<file path="src/rtl/div_unit.sv">
// Multi-cycle radix-2 restoring divider for the MIPS execute stage; result = {remainder, quotient} for HI/LO.
// Optional macro DIV_ZERO_FAST_EN: a zero divisor skips the iterations and completes on the next cycle.
module div_unit #(
    parameter int WIDTH = 32,
    parameter int CNT_W = 6
) (
    input  logic               clk,
    input  logic               rst,
    input  logic               start,
    input  logic               signed_div,
    input  logic [WIDTH-1:0]   opdata1,
    input  logic [WIDTH-1:0]   opdata2,
    input  logic               annul,
    output logic               busy,
    output logic               ready,
    output logic [2*WIDTH-1:0] result
);

    typedef enum logic [1:0] {ST_IDLE, ST_DIV, ST_DONE} state_t;

    state_t             r_state;
    state_t             w_state_nxt;
    logic [WIDTH-1:0]   r_rem;
    logic [WIDTH-1:0]   r_quo;
    logic [WIDTH-1:0]   r_dvs;
    logic [WIDTH-1:0]   r_op1;
    logic               r_sign1;
    logic               r_sign2;
    logic               r_dvz;
    logic [CNT_W-1:0]   r_cnt;
    logic [2*WIDTH-1:0] r_result;

    logic [WIDTH:0]     w_shift;
    logic [WIDTH:0]     w_trial;
    logic [WIDTH-1:0]   w_rem_nxt;
    logic [WIDTH-1:0]   w_quo_nxt;
    logic [WIDTH-1:0]   w_rem_fix;
    logic [WIDTH-1:0]   w_quo_fix;
    logic [2*WIDTH-1:0] w_final;
    logic               w_last;
    logic               w_zero_in;

    function automatic logic [WIDTH-1:0] f_neg(input logic [WIDTH-1:0] x);
        return (~x) + WIDTH'(1);
    endfunction

    function automatic logic [WIDTH-1:0] f_abs(input logic [WIDTH-1:0] x);
        return x[WIDTH-1] ? f_neg(x) : x;
    endfunction

    // The dividend shifts out of r_quo into the partial remainder while quotient bits shift in.
    assign w_shift   = {r_rem, r_quo[WIDTH-1]};
    assign w_trial   = w_shift - {1'b0, r_dvs};
    assign w_rem_nxt = w_trial[WIDTH] ? w_shift[WIDTH-1:0] : w_trial[WIDTH-1:0];
    assign w_quo_nxt = {r_quo[WIDTH-2:0], ~w_trial[WIDTH]};
    assign w_rem_fix = r_sign1 ? f_neg(w_rem_nxt) : w_rem_nxt;
    assign w_quo_fix = (r_sign1 ^ r_sign2) ? f_neg(w_quo_nxt) : w_quo_nxt;
    // Divide by zero reports the raw dividend, bypassing any sign fix-up.
    assign w_final   = r_dvz ? {r_op1, {WIDTH{1'b1}}} : {w_rem_fix, w_quo_fix};
    assign w_last    = (r_cnt == CNT_W'(WIDTH - 1));
    assign w_zero_in = (opdata2 == '0);

    assign busy   = (r_state == ST_DIV);
    assign ready  = (r_state == ST_DONE);
    assign result = r_result;

    always_ff @(posedge clk or posedge rst) begin
        if (rst) begin
            r_state <= ST_IDLE;
        end else begin
            r_state <= w_state_nxt;
        end
    end

    always_comb begin
        w_state_nxt = r_state;
        case (r_state)
            ST_IDLE: begin
                if (start) begin
`ifdef DIV_ZERO_FAST_EN
                    w_state_nxt = w_zero_in ? ST_DONE : ST_DIV;
`else
                    w_state_nxt = ST_DIV;
`endif
                end
            end
            ST_DIV: begin
                if (annul) begin
                    w_state_nxt = ST_IDLE;
                end else if (w_last) begin
                    w_state_nxt = ST_DONE;
                end
            end
            ST_DONE: w_state_nxt = ST_IDLE;
            default: w_state_nxt = ST_IDLE;
        endcase
    end

    always_ff @(posedge clk or posedge rst) begin
        if (rst) begin
            r_rem    <= '0;
            r_quo    <= '0;
            r_dvs    <= '0;
            r_op1    <= '0;
            r_sign1  <= 1'b0;
            r_sign2  <= 1'b0;
            r_dvz    <= 1'b0;
            r_cnt    <= '0;
            r_result <= '0;
        end else begin
            case (r_state)
                ST_IDLE: begin
                    if (start) begin
                        r_op1   <= opdata1;
                        r_dvz   <= w_zero_in;
                        r_sign1 <= signed_div & opdata1[WIDTH-1];
                        r_sign2 <= signed_div & opdata2[WIDTH-1];
                        r_quo   <= signed_div ? f_abs(opdata1) : opdata1;
                        r_dvs   <= signed_div ? f_abs(opdata2) : opdata2;
                        r_rem   <= '0;
                        r_cnt   <= '0;
`ifdef DIV_ZERO_FAST_EN
                        if (w_zero_in) begin
                            r_result <= {opdata1, {WIDTH{1'b1}}};
                        end
`endif
                    end
                end
                ST_DIV: begin
                    if (!annul) begin
                        r_rem <= w_rem_nxt;
                        r_quo <= w_quo_nxt;
                        r_cnt <= r_cnt + CNT_W'(1);
                        if (w_last) begin
                            r_result <= w_final;
                        end
                    end
                end
                default: ;
            endcase
        end
    end

endmodule

</file>
<file path="config.mk">
export PLATFORM = sky130hd
export DESIGN_NAME = div_unit
export DESIGN_NICKNAME = d
export VERILOG_FILES = /design/src/rtl/div_unit.sv
export SDC_FILE = /design/constraint.sdc
export NUM_CORES = 1
export LEC_CHECK = 0
export BUFFER_PORTS_ARGS = -buffer_cell sky130_fd_sc_hd__buf_2
export CORE_ASPECT_RATIO = 0.8
export CORE_MARGIN = 5
export CORE_UTILIZATION = 25
export CTS_CLUSTER_SIZE = 20
export DETAILED_ROUTE_END_ITERATION = 10
export GPL_TIMING_DRIVEN = 0
export SKIP_CTS_REPAIR_TIMING = 1
export SLEW_MARGIN = 40
export SYNTH_ARGS = -nofsm -noshare
export SYNTH_HDL_FRONTEND = slang
export SYNTH_SLANG_ARGS = --single-unit
</file>
<file path="constraint.sdc">
create_clock -name clk -period 6.9 [get_ports clk]
set_clock_uncertainty 0.05 [all_clocks]
set_input_delay 1.38 -clock clk [delete_from_list [all_inputs] [get_ports clk]]
set_output_delay 1.38 -clock clk [all_outputs]
set_load 0.005 [all_outputs]
</file>
==> results.py <==
metrics = {
    "sta": {
        "rsz0062_at_grt": "false",
        "finalHoldViolations": 0,
        "max_freq_mhz": 153,
        "slew_violations": 0,
        "slew_headroom_pct": 41.7,
        "period_minus_slack_ns": 6.53,
        "finalSetupViolCount": 0,
        "fin_tns_setup_ns": 0,
        "layout_worst_path_cycle_share_pct": 94.6,
        "setup_slack_ns": 0.371,
        "tightest_slew_ns": 0.872,
    },
    "floorplanning": {
        "rows": 76,
        "die_w_um": 269,
        "core_area_um2": 53500,
        "pin_count": 135,
        "start_util_pct": 25.1,
        "die-area_um2": 58500,
        "die_h_um": 217,
    },
    "place": {
        "pre_cts_slack_ns": 0.572,
        "gp_congestion": 0.905,
        "placed_area_um2": 15200,
        "io_buffers": 134,
        "post-dp-hpwl_mm": 38.9,
    },
    "setup_path": {
        "cp-start-kind": "flop",
        "cp_max_fo": 10,
        "cp-end-kind": "flop",
        "path_class": "reg -> reg",
        "required_ns": 7.27,
        "reg2regPathDepth": 25,
        "arrival_ns": 6.90,
        "r2r-end": "result[60]$_DFFE_PP0P_",
        "r2r-start": "r_quo[31]$_DFFE_PP0P_",
        "r2r_slack_ns": 0.37,
    },
    "finish": {
        "syn_to_final_growth_pct": 19.9,
        "drive_gt1_share_pct": 12.4,
        "utilization_pct": 30.1,
        "multi_input_area_um2": 7770,
        "nFillCells": 5682,
        "finalInstanceArea_um2": 16100,
        "nets": 1945,
        "ff_latch_area_um2": 5080,
    },
    "routing": {
        "wl_per_cell_um": 19.0,
        "dr.pass1.iters": 6,
        "drt_wl_total_mm": 48.6,
        "vias": 13000,
        "avgViaCountPerCell": 5.08,
        "drc_errors": 0,
        "ant_nets": 0,
        "dr.first_iter.drc_count": 1244,
    },
    "synthesis": {
        "ys_ff_latch": 203,
        "async_flop_share_pct": 100,
        "synth_nets": 1775,
        "syn_inst": 1668,
        "synth_edf_count": 0,
        "seq_area_frac_synth_pct": 37.8,
        "postSynthAreaPerCell_um2": 8.05,
        "synthFlopType": "dfrtp_1",
        "synth.distinct_cells": 83,
        "yosys_warnings": 0,
        "syn_area_um2": 13400,
    },
    "min_path": {
        "hold_path_end": "r_op1[31]$_DFFE_PP0P_",
        "hold_path_class": "reg -> reg",
        "holdPathStages": 2,
        "hp-start": "r_op1[31]$_DFFE_PP0P_",
    },
    "clock_network": {
        "cts_buffer_depth": 3,
        "cts-htree-levels": 1,
        "clock_latency_ns": 0.56,
        "cts_sinks": 203,
        "root_buffer": "clkbuf_16",
        "clkTransAtPathRegs_ns": 0.06,
        "cts_tree": "built",
        "numCtsBuffers": 26,
    },
    "grt": {
        "grt_pass1_wl_mm": 73.8,
        "antenna_found_initial": 9,
        "grtUsageTotal_pct": 15.9,
        "grt_overflow": 0,
        "grt_max_degree": 27,
        "first_global_vias": 12700,
    },
    "pwr": {
        "p_per_area_nw_per_um2": 412,
        "p_total_mw": 6.63,
        "p_int_mw": 3.60,
        "p_sw_share_pct": 45.7,
        "clkPwrFrac_pct": 21.9,
        "ir_worst_vdd_mv": 0.196,
        "p_comb_share_pct": 52.9,
        "p_sw_mw": 3.03,
        "p_leak_nw": 7.24,
        "sequentialPowerShare_pct": 25.2,
    },
    "status": {
        "status": "completed",
    },
    "job": {
        "timing.max_cap.violations": 0,
    },
}
-- power groups by stage --
stage	clock network [mW]	logic, mW	registers [mW]
after floorplan	0	2.57	1.58
after CTS	1.48	3.45	1.66
after global routing	1.52	3.84	1.70
after global placement	0	3.35	1.68
final	1.45	3.51	1.67
after detailed placement	0	3.43	1.68
-- cell usage in the layout, fill, tap and decap left out, types with 5 or more instances in the layout --
master | Yosys | routed
nor2_1 | 142 | 142
or3_1 | 12 | 12
inv_1 | 59 | 58
nand2b_1 | 11 | 11
nor3b_1 | 6 | 6
o21ai_1 | 18 | 18
clkbuf_16 | 0 | 27
dfrtp_1 | 203 | 203
nor3_1 | 36 | 35
buf_12 | 1 | 7
o21ai_0 | 164 | 164
o31ai_1 | 26 | 26
a21oi_1 | 160 | 160
mux2i_1 | 27 | 27
o41ai_1 | 11 | 11
buf_1 | 8 | 7
nand2_1 | 298 | 298
o211ai_1 | 6 | 6
a31oi_1 | 12 | 12
nand4_1 | 14 | 14
and3_1 | 11 | 11
diode_2 | 0 | 5
a211oi_1 | 8 | 8
or4_1 | 10 | 10
clkbuf_1 | 63 | 69
buf_2 | 13 | 147
xnor2_1 | 70 | 69
xor2_1 | 73 | 73
ha_1 | 37 | 37
a21o_1 | 16 | 16
nor4_1 | 15 | 15
and2_1 | 10 | 10
nand3_1 | 27 | 27
o21a_1 | 16 | 16
-- cell families (layout without fill, tap and decap cells) --
group,Yosys count,count (layout),synth area share (%)
other,0,5,0
AND/OR/NAND/NOR,619,619,20.6
multiplexers,31,31,2.43
XOR/XNOR,143,143,9.33
adder cells (fa/ha/maj),38,38,3.60
AO/OA/AOI/OAI,487,487,21.8
flip-flops,203,203,37.8
buffers and inverters,147,336,4.43
-- routing by layer --
layer	vias to the layer above	global-route usage (%)	part of all wire (%)
met5	-	0	0.14
met4	8	4.24	2.6
met3	80	4.54	8.5
met2	421	24.8	44
met1	6315	21.7	45
li1	6193	-	-
-- cell usage after synthesis, types with 3 or more instances --
library cell / instances / area [um2]
buf_2: 13 / 65.1
o22ai_1: 3 / 18.8
o31ai_1: 26 / 195
o41ai_1: 11 / 96.3
o21ai_0: 164 / 821
and2_1: 10 / 62.6
o21a_1: 16 / 120
or3_1: 12 / 75.1
clkbuf_1: 63 / 236
nand2_1: 298 / 1120
o21ai_1: 18 / 90.1
nor2_1: 142 / 533
nand3_1: 27 / 135
nand3b_1: 3 / 22.5
buf_1: 8 / 30.0
a211o_1: 3 / 26.3
a22o_1: 3 / 26.3
and4b_1: 3 / 30.0
dfrtp_1: 203 / 5080
a21oi_1: 160 / 801
mux2i_1: 27 / 270
o211a_1: 4 / 40.0
or2_2: 4 / 25.0
nor2b_1: 4 / 25.0
or4_1: 10 / 75.1
xor2_1: 73 / 639
a211oi_1: 8 / 60.1
o211ai_1: 6 / 45.0
and3_1: 11 / 68.8
nand4_1: 14 / 87.6
and4_1: 3 / 26.3
nor3_1: 36 / 180
a31oi_1: 12 / 75.1
mux2_2: 3 / 33.8
xnor2_1: 70 / 613
ha_1: 37 / 463
nand2b_1: 11 / 68.8
nor3b_1: 6 / 45.0
a21o_1: 16 / 120
o2111ai_1: 3 / 26.3
nor4_1: 15 / 93.8
inv_1: 59 / 221
-- worst max-delay path: stages (launching register included) --
cell and delay (ns):
dfrtp_1 0.52, inv_1 0.08, ha_1 0.24, fa_1 0.40
nand2b_2 0.22, a211oi_4 0.33, o21ai_2 0.17, a311oi_2 0.33
o21ai_1 0.18, and2_4 0.20, buf_12 0.14, inv_4 0.08
buf_6 0.17, buf_2 0.27, buf_2 0.36, nor2_1 0.07
a21oi_1 0.25, ha_1 0.25, inv_1 0.09, nor3_1 0.43
a21oi_1 0.29, a21o_1 0.30, or4b_1 0.53, o21ai_1 0.18
xor2_1 0.19, o21ai_1 0.08
-- final cells by class --
| type | count | share of cell area [%] |
|---|---|---|
| Antenna cell | 5 | 0.0777 |
| Buffer | 86 | 2.27 |
| Clock buffer | 38 | 4.70 |
| Clock inverter | 9 | 0.933 |
| Inverter | 61 | 1.46 |
| Multi-Input combinational cell | 1318 | 48.3 |
| Sequential cell | 203 | 31.6 |
| Tap cell | 702 | 5.46 |
| Timing Repair Buffer | 142 | 5.25 |
-- flip-flops by register name, summed over array words and instances, names as in the netlist --
name	flops
result	64
r_dvs	32
r_op1	32
r_quo	32
r_rem	32
r_cnt	6
r_state	2
r_dvz	1
r_sign1	1
r_sign2	1
-- how the worst max path moves through the flow --
stage | start | to | slack (ns) | cells after the start
5_1_grt | r_quo[31]$_DFFE_PP0P_ | result[60]$_DFFE_PP0P_ | 0.12 | 25
3_5_place_dp | r_quo[31]$_DFFE_PP0P_ | result[60]$_DFFE_PP0P_ | 0.57 | 24
3_3_place_gp | r_quo[31]$_DFFE_PP0P_ | result[60]$_DFFE_PP0P_ | 0.62 | 24
2_1_floorplan | r_quo[31]$_DFFE_PP0P_ | result[60]$_DFFE_PP0P_ | 2.01 | 25
6_report | r_quo[31]$_DFFE_PP0P_ | result[60]$_DFFE_PP0P_ | 0.37 | 25
4_1_cts | r_quo[31]$_DFFE_PP0P_ | result[60]$_DFFE_PP0P_ | 0.53 | 24
-- stage by stage --
step,std cells,hold WS [ns]
floorplan,1668,0.387
global placement,2504,0.409
detailed placement,2512,0.413
CTS,2559,0.426
global route,2562,0.450
finish,2564,0.425
Power figures use the tool's default switching activity.
